--- src/rtl/cache_arbiter_pkg.sv ---
// Shared types for the icache/dcache memory arbiter: FSM states, grant
// owner encoding and the line/address widths used on every port.
package cache_arbiter_pkg;

    localparam int LINE_W = 256;
    localparam int ADDR_W = 32;

    typedef enum logic [1:0] {
        IDLE   = 2'd0,
        I_BUSY = 2'd1,
        D_BUSY = 2'd2,
        DONE   = 2'd3
    } arb_state_e;

    typedef enum logic {
        ICACHE = 1'b0,
        DCACHE = 1'b1
    } grant_e;

    // Tie-break between simultaneous requesters. Fair mode alternates away
    // from the previous winner; unfair mode always favours the dcache.
    function automatic grant_e tie_winner(input logic fair, input grant_e last);
        grant_e win;
        win = DCACHE;
        if (fair) begin
            win = (last == ICACHE) ? DCACHE : ICACHE;
        end
        return win;
    endfunction

endpackage

--- src/rtl/cache_arbiter.sv ---
// Two-port arbiter that funnels icache line fills and dcache fills or
// writebacks onto the single cacheline adaptor port. One transaction is
// in flight at a time; the winner's address, op and wdata are latched on
// the grant edge so the mem_* side never sees the requester inputs directly.
//
// Handshake: a requester raises *_read / *_write with a stable address (and
// wdata) and holds it until its *_resp strobe, which is high for exactly one
// cycle together with valid *_rdata. Downstream, mem_read / mem_write stay
// high from the cycle after the grant until the cycle mem_resp is seen; the
// adaptor returns mem_rdata in that same mem_resp cycle.
module cache_arbiter
    import cache_arbiter_pkg::*;
#(
    parameter bit FAIR = 1'b1
) (
    input  logic              clk,
    input  logic              rst,

    input  logic              i_pmem_read,
    input  logic [ADDR_W-1:0] i_pmem_address,
    output logic [LINE_W-1:0] i_pmem_rdata,
    output logic              i_pmem_resp,

    input  logic              d_pmem_read,
    input  logic              d_pmem_write,
    input  logic [ADDR_W-1:0] d_pmem_address,
    input  logic [LINE_W-1:0] d_pmem_wdata,
    output logic [LINE_W-1:0] d_pmem_rdata,
    output logic              d_pmem_resp,

    output logic              mem_read,
    output logic              mem_write,
    output logic [ADDR_W-1:0] mem_address,
    output logic [LINE_W-1:0] mem_wdata,
    input  logic [LINE_W-1:0] mem_rdata,
    input  logic              mem_resp,

    output arb_state_e        dbg_state_o
);

    arb_state_e        state_q,      state_d;
    grant_e            last_grant_q, last_grant_d;
    logic [ADDR_W-1:0] addr_q,       addr_d;
    logic [LINE_W-1:0] wdata_q,      wdata_d;
    logic              write_q,      write_d;
    logic [LINE_W-1:0] i_rdata_q,    i_rdata_d;
    logic [LINE_W-1:0] d_rdata_q,    d_rdata_d;

    logic              i_req;
    logic              d_req;
    grant_e            grant;

    assign i_req = i_pmem_read;
    assign d_req = d_pmem_read | d_pmem_write;

    // Next-state, grant latching and output decode for the arbiter FSM.
    always_comb begin
        state_d      = state_q;
        last_grant_d = last_grant_q;
        addr_d       = addr_q;
        wdata_d      = wdata_q;
        write_d      = write_q;
        i_rdata_d    = i_rdata_q;
        d_rdata_d    = d_rdata_q;
        grant        = ICACHE;
        mem_read     = 1'b0;
        mem_write    = 1'b0;
        i_pmem_resp  = 1'b0;
        d_pmem_resp  = 1'b0;

        unique case (state_q)
            IDLE: begin
                if (i_req && d_req) begin
                    grant = tie_winner(FAIR, last_grant_q);
                end else if (d_req) begin
                    grant = DCACHE;
                end else begin
                    grant = ICACHE;
                end

                if (i_req || d_req) begin
                    last_grant_d = grant;
                    if (grant == DCACHE) begin
                        state_d = D_BUSY;
                        addr_d  = d_pmem_address;
                        wdata_d = d_pmem_wdata;
                        // A writeback always beats a fill if both are raised.
                        write_d = d_pmem_write;
                    end else begin
                        state_d = I_BUSY;
                        addr_d  = i_pmem_address;
                        wdata_d = '0;
                        write_d = 1'b0;
                    end
                end
            end

            I_BUSY: begin
                mem_read = 1'b1;
                if (mem_resp) begin
                    i_pmem_resp = 1'b1;
                    i_rdata_d   = mem_rdata;
                    state_d     = DONE;
                end
            end

            D_BUSY: begin
                mem_read  = ~write_q;
                mem_write = write_q;
                if (mem_resp) begin
                    d_pmem_resp = 1'b1;
                    d_rdata_d   = mem_rdata;
                    state_d     = DONE;
                end
            end

            // One dead cycle lets the served cache drop its request before
            // the next arbitration, so a lingering request is not regranted.
            DONE: begin
                state_d = IDLE;
            end

            default: begin
                state_d = IDLE;
            end
        endcase

        // An aborted transaction must never complete toward the caches.
        if (rst) begin
            i_pmem_resp = 1'b0;
            d_pmem_resp = 1'b0;
        end
    end

    // Returned lines pass straight through on the resp cycle, then hold.
    always_comb begin
        i_pmem_rdata = i_pmem_resp ? mem_rdata : i_rdata_q;
        d_pmem_rdata = d_pmem_resp ? mem_rdata : d_rdata_q;
    end

    assign mem_address = addr_q;
    assign mem_wdata   = wdata_q;
    assign dbg_state_o = state_q;

    // State and latched-transaction registers with synchronous reset.
    always_ff @(posedge clk) begin
        if (rst) begin
            state_q      <= IDLE;
            last_grant_q <= ICACHE;
            addr_q       <= '0;
            wdata_q      <= '0;
            write_q      <= 1'b0;
            i_rdata_q    <= '0;
            d_rdata_q    <= '0;
        end else begin
            state_q      <= state_d;
            last_grant_q <= last_grant_d;
            addr_q       <= addr_d;
            wdata_q      <= wdata_d;
            write_q      <= write_d;
            i_rdata_q    <= i_rdata_d;
            d_rdata_q    <= d_rdata_d;
        end
    end

endmodule

--- config.mk ---
export PLATFORM = sky130hd
export DESIGN_NAME = cache_arbiter
export DESIGN_NICKNAME = d
export VERILOG_FILES = /design/src/rtl/cache_arbiter_pkg.sv /design/src/rtl/cache_arbiter.sv
export SDC_FILE = /design/constraint.sdc
export NUM_CORES = 2
export LEC_CHECK = 0
export CORE_AREA = 2 2 543 545
export DETAILED_ROUTE_END_ITERATION = 12
export DIE_AREA = 0 0 545 547
export PLACE_DENSITY = 0.31
export SKIP_CTS_REPAIR_TIMING = 1
export SYNTH_ARGS = -nofsm -noshare
export SYNTH_HDL_FRONTEND = slang
export SYNTH_SLANG_ARGS = --single-unit
--- constraint.sdc ---
create_clock -name clk -period 2.3 [get_ports clk]
set_input_delay 0.345 -clock clk [delete_from_list [all_inputs] [get_ports clk]]
set_output_delay 0.345 -clock clk [all_outputs]
set_load 0.01 [all_outputs]
After elaboration in Yosys (flattened, before gate mapping)

Index checks and enable logic that the tools add are counted.

Add/sub/neg operators: 0
Shift operators: 0
Reductions and logical operators: 8
Order comparisons: 0
Divide/modulo/power cells: 0
$mul: 0
Mux-type cells: 20
Bitwise logic cells: 2
Equality and inequality tests: 5

Operators by type and width:

| cell               | number |
|---|---|
| $mux 256           | 3 |
| $mux 32            | 1 |
| $mux 1             | 11 |
| $reduce_and 2->1   | 4 |
| $mux 2             | 3 |
| $pmux 2 s3         | 1 |
| $eq 2x2->1 const B | 2 |
| $eq 2x1->1 const B | 1 |
| $logic_not 2->1    | 1 |
| $ne 2x1->1 const B | 1 |
| $ne 2x2->1 const B | 1 |
| $pmux 1 s2         | 1 |
| $reduce_or 2->1    | 1 |
| $logic_and 1x1->1  | 1 |
| $logic_or 1x1->1   | 1 |
| $not 1->1          | 1 |
| $or 1x1->1         | 1 |

Bits in registers: 804
Memories kept: 0
RAM bits: 0
Bits of input ports: 582
Memory bits (read-only): 0
Latch bits: 0
Word-level logic and storage cells: 42

Longest topological paths before layout

Depth after elaboration: 7
Depth in mapped cells: 8
Depth with buffers taken out: 5

Least setup slack after synthesis

Ideal clock, no wire load.

Path type: register -> output
Start: register state_q[0], in the netlist dbg_state_o[0]
End: output d_pmem_rdata[194]
Stages on the path, launching flop included: 8
Setup slack: 0.342 ns
Arrival: 1.613 ns
Data required time: 1.955 ns
Cells stage by stage: dfxtp_1 -> inv_1 -> ha_1 -> and2_1 -> buf_4 -> buf_6 -> buf_6 -> mux2_1

Cells in the longest elaborated chain, start to end: 4

Ends and longest elaborated chain:

| what                     | line                 | text |
|---|---|---|
| start: declaration       | cache_arbiter.sv:41  | `arb_state_e state_q, state_d;` |
| start signal: assignment | cache_arbiter.sv:156 | `state_q <= state_d;` |
| $eq 2x2->1               | cache_arbiter.sv:71  | `unique case (state_q)` |
| $mux 1                   | cache_arbiter.sv:71  |  |
| $mux 1                   | cache_arbiter.sv:129 | `if (rst) begin` |
| $mux 256                 | cache_arbiter.sv:138 | `d_pmem_rdata = d_pmem_resp ? mem_rdata : d_rdata_q;` |
| end: declaration         | cache_arbiter.sv:28  | `output logic [LINE_W-1:0] d_pmem_rdata,` |

Every way passes these cells.

Final worst setup path

Start: register state_q[0], in the netlist dbg_state_o[0]
End: output d_pmem_rdata[193]

Same word-level chain as after synthesis.

==> results.md <==
- Period Utilization, post-route: 1.46
- Initial Util: 0.110
- WL final: 213000 µm
- Clk_skew: 0.0354 ns
- Final hold viol count: 0
- Congestion Overflow GR: 0
- Max-slew violations: 0
- Tot GR Track Use: 0.130
- EDFF count, synth: 0
- Hold Crit Class: in -> reg
- Synth Area per Inst: ~11 µm²
- Post-synthesis xor/xnor area fraction: 0
- Synth Area in Adders: 0.00156
- Relative slew slack: 0.321
- Drt first pass iters: 5
- Failing checks: negative setup slack
- CTS H-tree lvls: 3
- FF+latch count, synth: between 800 and 900
- Critical Path Source Type: flop
- Post-DP Area: just over 50000 µm²
- Number of global-route vias before repair: 30.0k
- Synthesized Nets: ~3.4k
- Die area: between 200000 and 300000 µm²
- Largest net degree at the start of global routing: 140
- Max IR drop VDD: 0.540 mV
- Synthesis Warnings: 0
- WL per Instance: about 25 µm
- Post-Synth Simple-Gate Area: 0.0434
- Clock-pin slew on the worst setup and hold paths: ~0.06 ns
- P per Cell Area: 980 nW/µm²
- CP arrival: 3.02 ns
- Setup-failing EPs final: 524
- Post-route ant nets: 0
- Critical path type: reg -> out
- Vias/cell: ~3.7
- Max-cap violations: 0
- CP required: between 1.5 and 2 ns
- Post-Route Utilization: 0.197
- Design Area, Final: between 50000 and 60000 µm²
- CTS max path bufs: 4
- Num rows: 199
- Core Area: between 200000 and 300000 µm²
- Die height: about 550 µm
- Number of port buffers: roughly 1.4k
- Area Growth Syn to Fin: 79.6%
- Num ports: ~1.4k
- Share of cells above drive strength 1: 0.265
- Syn Std Cell Area: 32100 µm²
- Fmax: just under 300 MHz
- Post-synthesis mux area share: 0.180
- RSZ-0062 raised after global routing: yes
- Yosys cell types: 31
- CTS Root Cell: clkbuf_16
- Layout net count: approximately 5.0k
- Post-synth ARST share: 0
- DRT iter0 DRCs: approximately 1.6k
- Clock sinks: roughly 800
- Routability Congestion: roughly 0.8
- Synth Instances: roughly 2.8k
- DR DRC count: 0
- Leakage: 23.7 nW
- Placed cells: approximately 8k
- Least-Margin Pin Slew: around 1.0 ns
- Initial antenna violation count: slightly above 90
- Clk_lat worst skew: 0.82 ns
- Tmin final: ~3.4 ns
- Hold_ws: ~0.11 ns
- First-pass GRT wire length: about 270000 µm
- Setup TNS: -429.29 ns
- Register area: around 16000 µm²
- Die width: between 500 and 600 µm
- Post-route setup slack: -1.06 ns
- Register area share after synthesis: 0.501
- Multi-input logic area: roughly 15000 µm²
- Synth Area in Compound Gates: 0.222
- Fin cells: 8408
- DP Wirelength: 162000 µm
- Num CTS Buffers: ~110
- Via count: 30.8k
- Main synth FF type: dfxtp_1
- CP Max Fanout: 31
- Clock tree from TritonCTS: done
- Status: finished, violations left
- Fillers: roughly 32k
- Critical path capture point type: primary output
- Main combinational cell family by area after synthesis: compound AO/OA/AOI/OAI gates
[sequential cells by signal, summed over array words and instances, names as in the netlist]
name          cells
d_rdata_q       256
dbg_state_o       2
i_rdata_q       256
last_grant_q      1
mem_address      32
mem_wdata       256
write_q           1
[cells in the mapped netlist, types with 4 or more instances]
master	number	area (µm²)
a21oi_1	4	20.0
a22o_1	512	4480
a311oi_1	32	280
a32oi_1	256	2240
buf_1	4	15.0
buf_2	116	581
buf_4	14	105
buf_6	47	529
clkbuf_1	123	462
dfxtp_1	804	16100
ha_1	4	50.1
mux2_1	67	754
mux2_2	445	5010
nand2_1	67	251
nor2_1	289	1080
[kinds of logic after synthesis]
family | count (synthesis)
compound gates | 815
fa+ha+maj | 4
flops | 804
mux | 513
simple gates | 365
buf+inv | 306
[layout make-up]
cell class / instances / area share
multi-input cells: 1697 / 0.255
diodes: 32 / 0.00139
inverters: 2 / 0.000217
well taps: 3919 / 0.0849
flip-flops and latches: 804 / 0.279
repair buffers: 1756 / 0.317
clock buffers: 164 / 0.0559
clock inverters: 34 / 0.00659
[placed cells by master (no fill, tap or decap), types with 3 or more instances in the layout]
cell type        Yosys  final
clkbuf_8             0     21
dfxtp_1            804    802
buf_16               0     15
mux2_1              67     60
clkbuf_16            0    142
dlymetal6s2s_1       0    107
ha_4                 0      3
clkbuf_2             0     88
buf_6               47     83
clkdlybuf4s50_1      0   1105
clkbuf_4             0      3
clkbuf_1           123     30
nor2_1             289    289
bufinv_16            0      6
buf_8                0     10
a22o_1             512    512
mux2_4               0     71
a311oi_1            32     32
diode_2              0     32
buf_4               14    232
clkinv_2             0     18
mux2_2             445    381
clkinvlp_4           0      3
nor2b_1              3      3
buf_2              116     13
nand2_1             67     67
buf_12               0     71
a32oi_1            256    256
[metrics by stage]
step	setup WS, ns	total power, W
floorplan	0.342	0.0263
global placement	-1.56	0.0391
detailed placement	-1.53	0.0390
CTS	-1.53	0.0572
global route	-1.23	0.0593
finish	-1.06	0.0566
[where the power goes]
group	switching, W	leakage, nW	total [W]	internal, W
logic	0.0107	15.4	0.0209	0.0103
registers	0.00166	6.55	0.0181	0.0164
clock network	0.00718	1.78	0.0175	0.0103
total	0.0195	23.7	0.0566	0.0371
[critical path: stages, from the launching register on]
cell and delay, ns:
dfxtp_4 0.36, inv_4 0.06, ha_4 0.15, and2_4 0.17, buf_12 0.15, buf_16 0.17, buf_16 0.21, mux2_2 0.35
clkdlybuf4s50_1 0.55
[layer usage]
metal	GRT usage	up-vias	routed length, µm	part of all wire
met5	0	-	448	0.0021
met4	0.0324	68	5210	0.024
met3	0.0517	286	19500	0.092
met2	0.222	1277	102000	0.48
met1	0.150	15200	86000	0.40
li1	-	14000	-	-
[path summary, 6_finish.rpt]
check | start | endpoint | slack (ns) | cells past startpoint
worst max-delay path | dbg_state_o[0] | d_pmem_rdata[193] | -1.06 | 8
worst max register to register | dbg_state_o[1] | i_rdata_q[240] | 0.09 | 11
worst min register to register | i_rdata_q[57] | i_rdata_q[57] | 0.47 | 1
worst min-delay path | i_pmem_address[24] | mem_address[24] | 0.11 | 3
(Power assumes the default switching activity.)
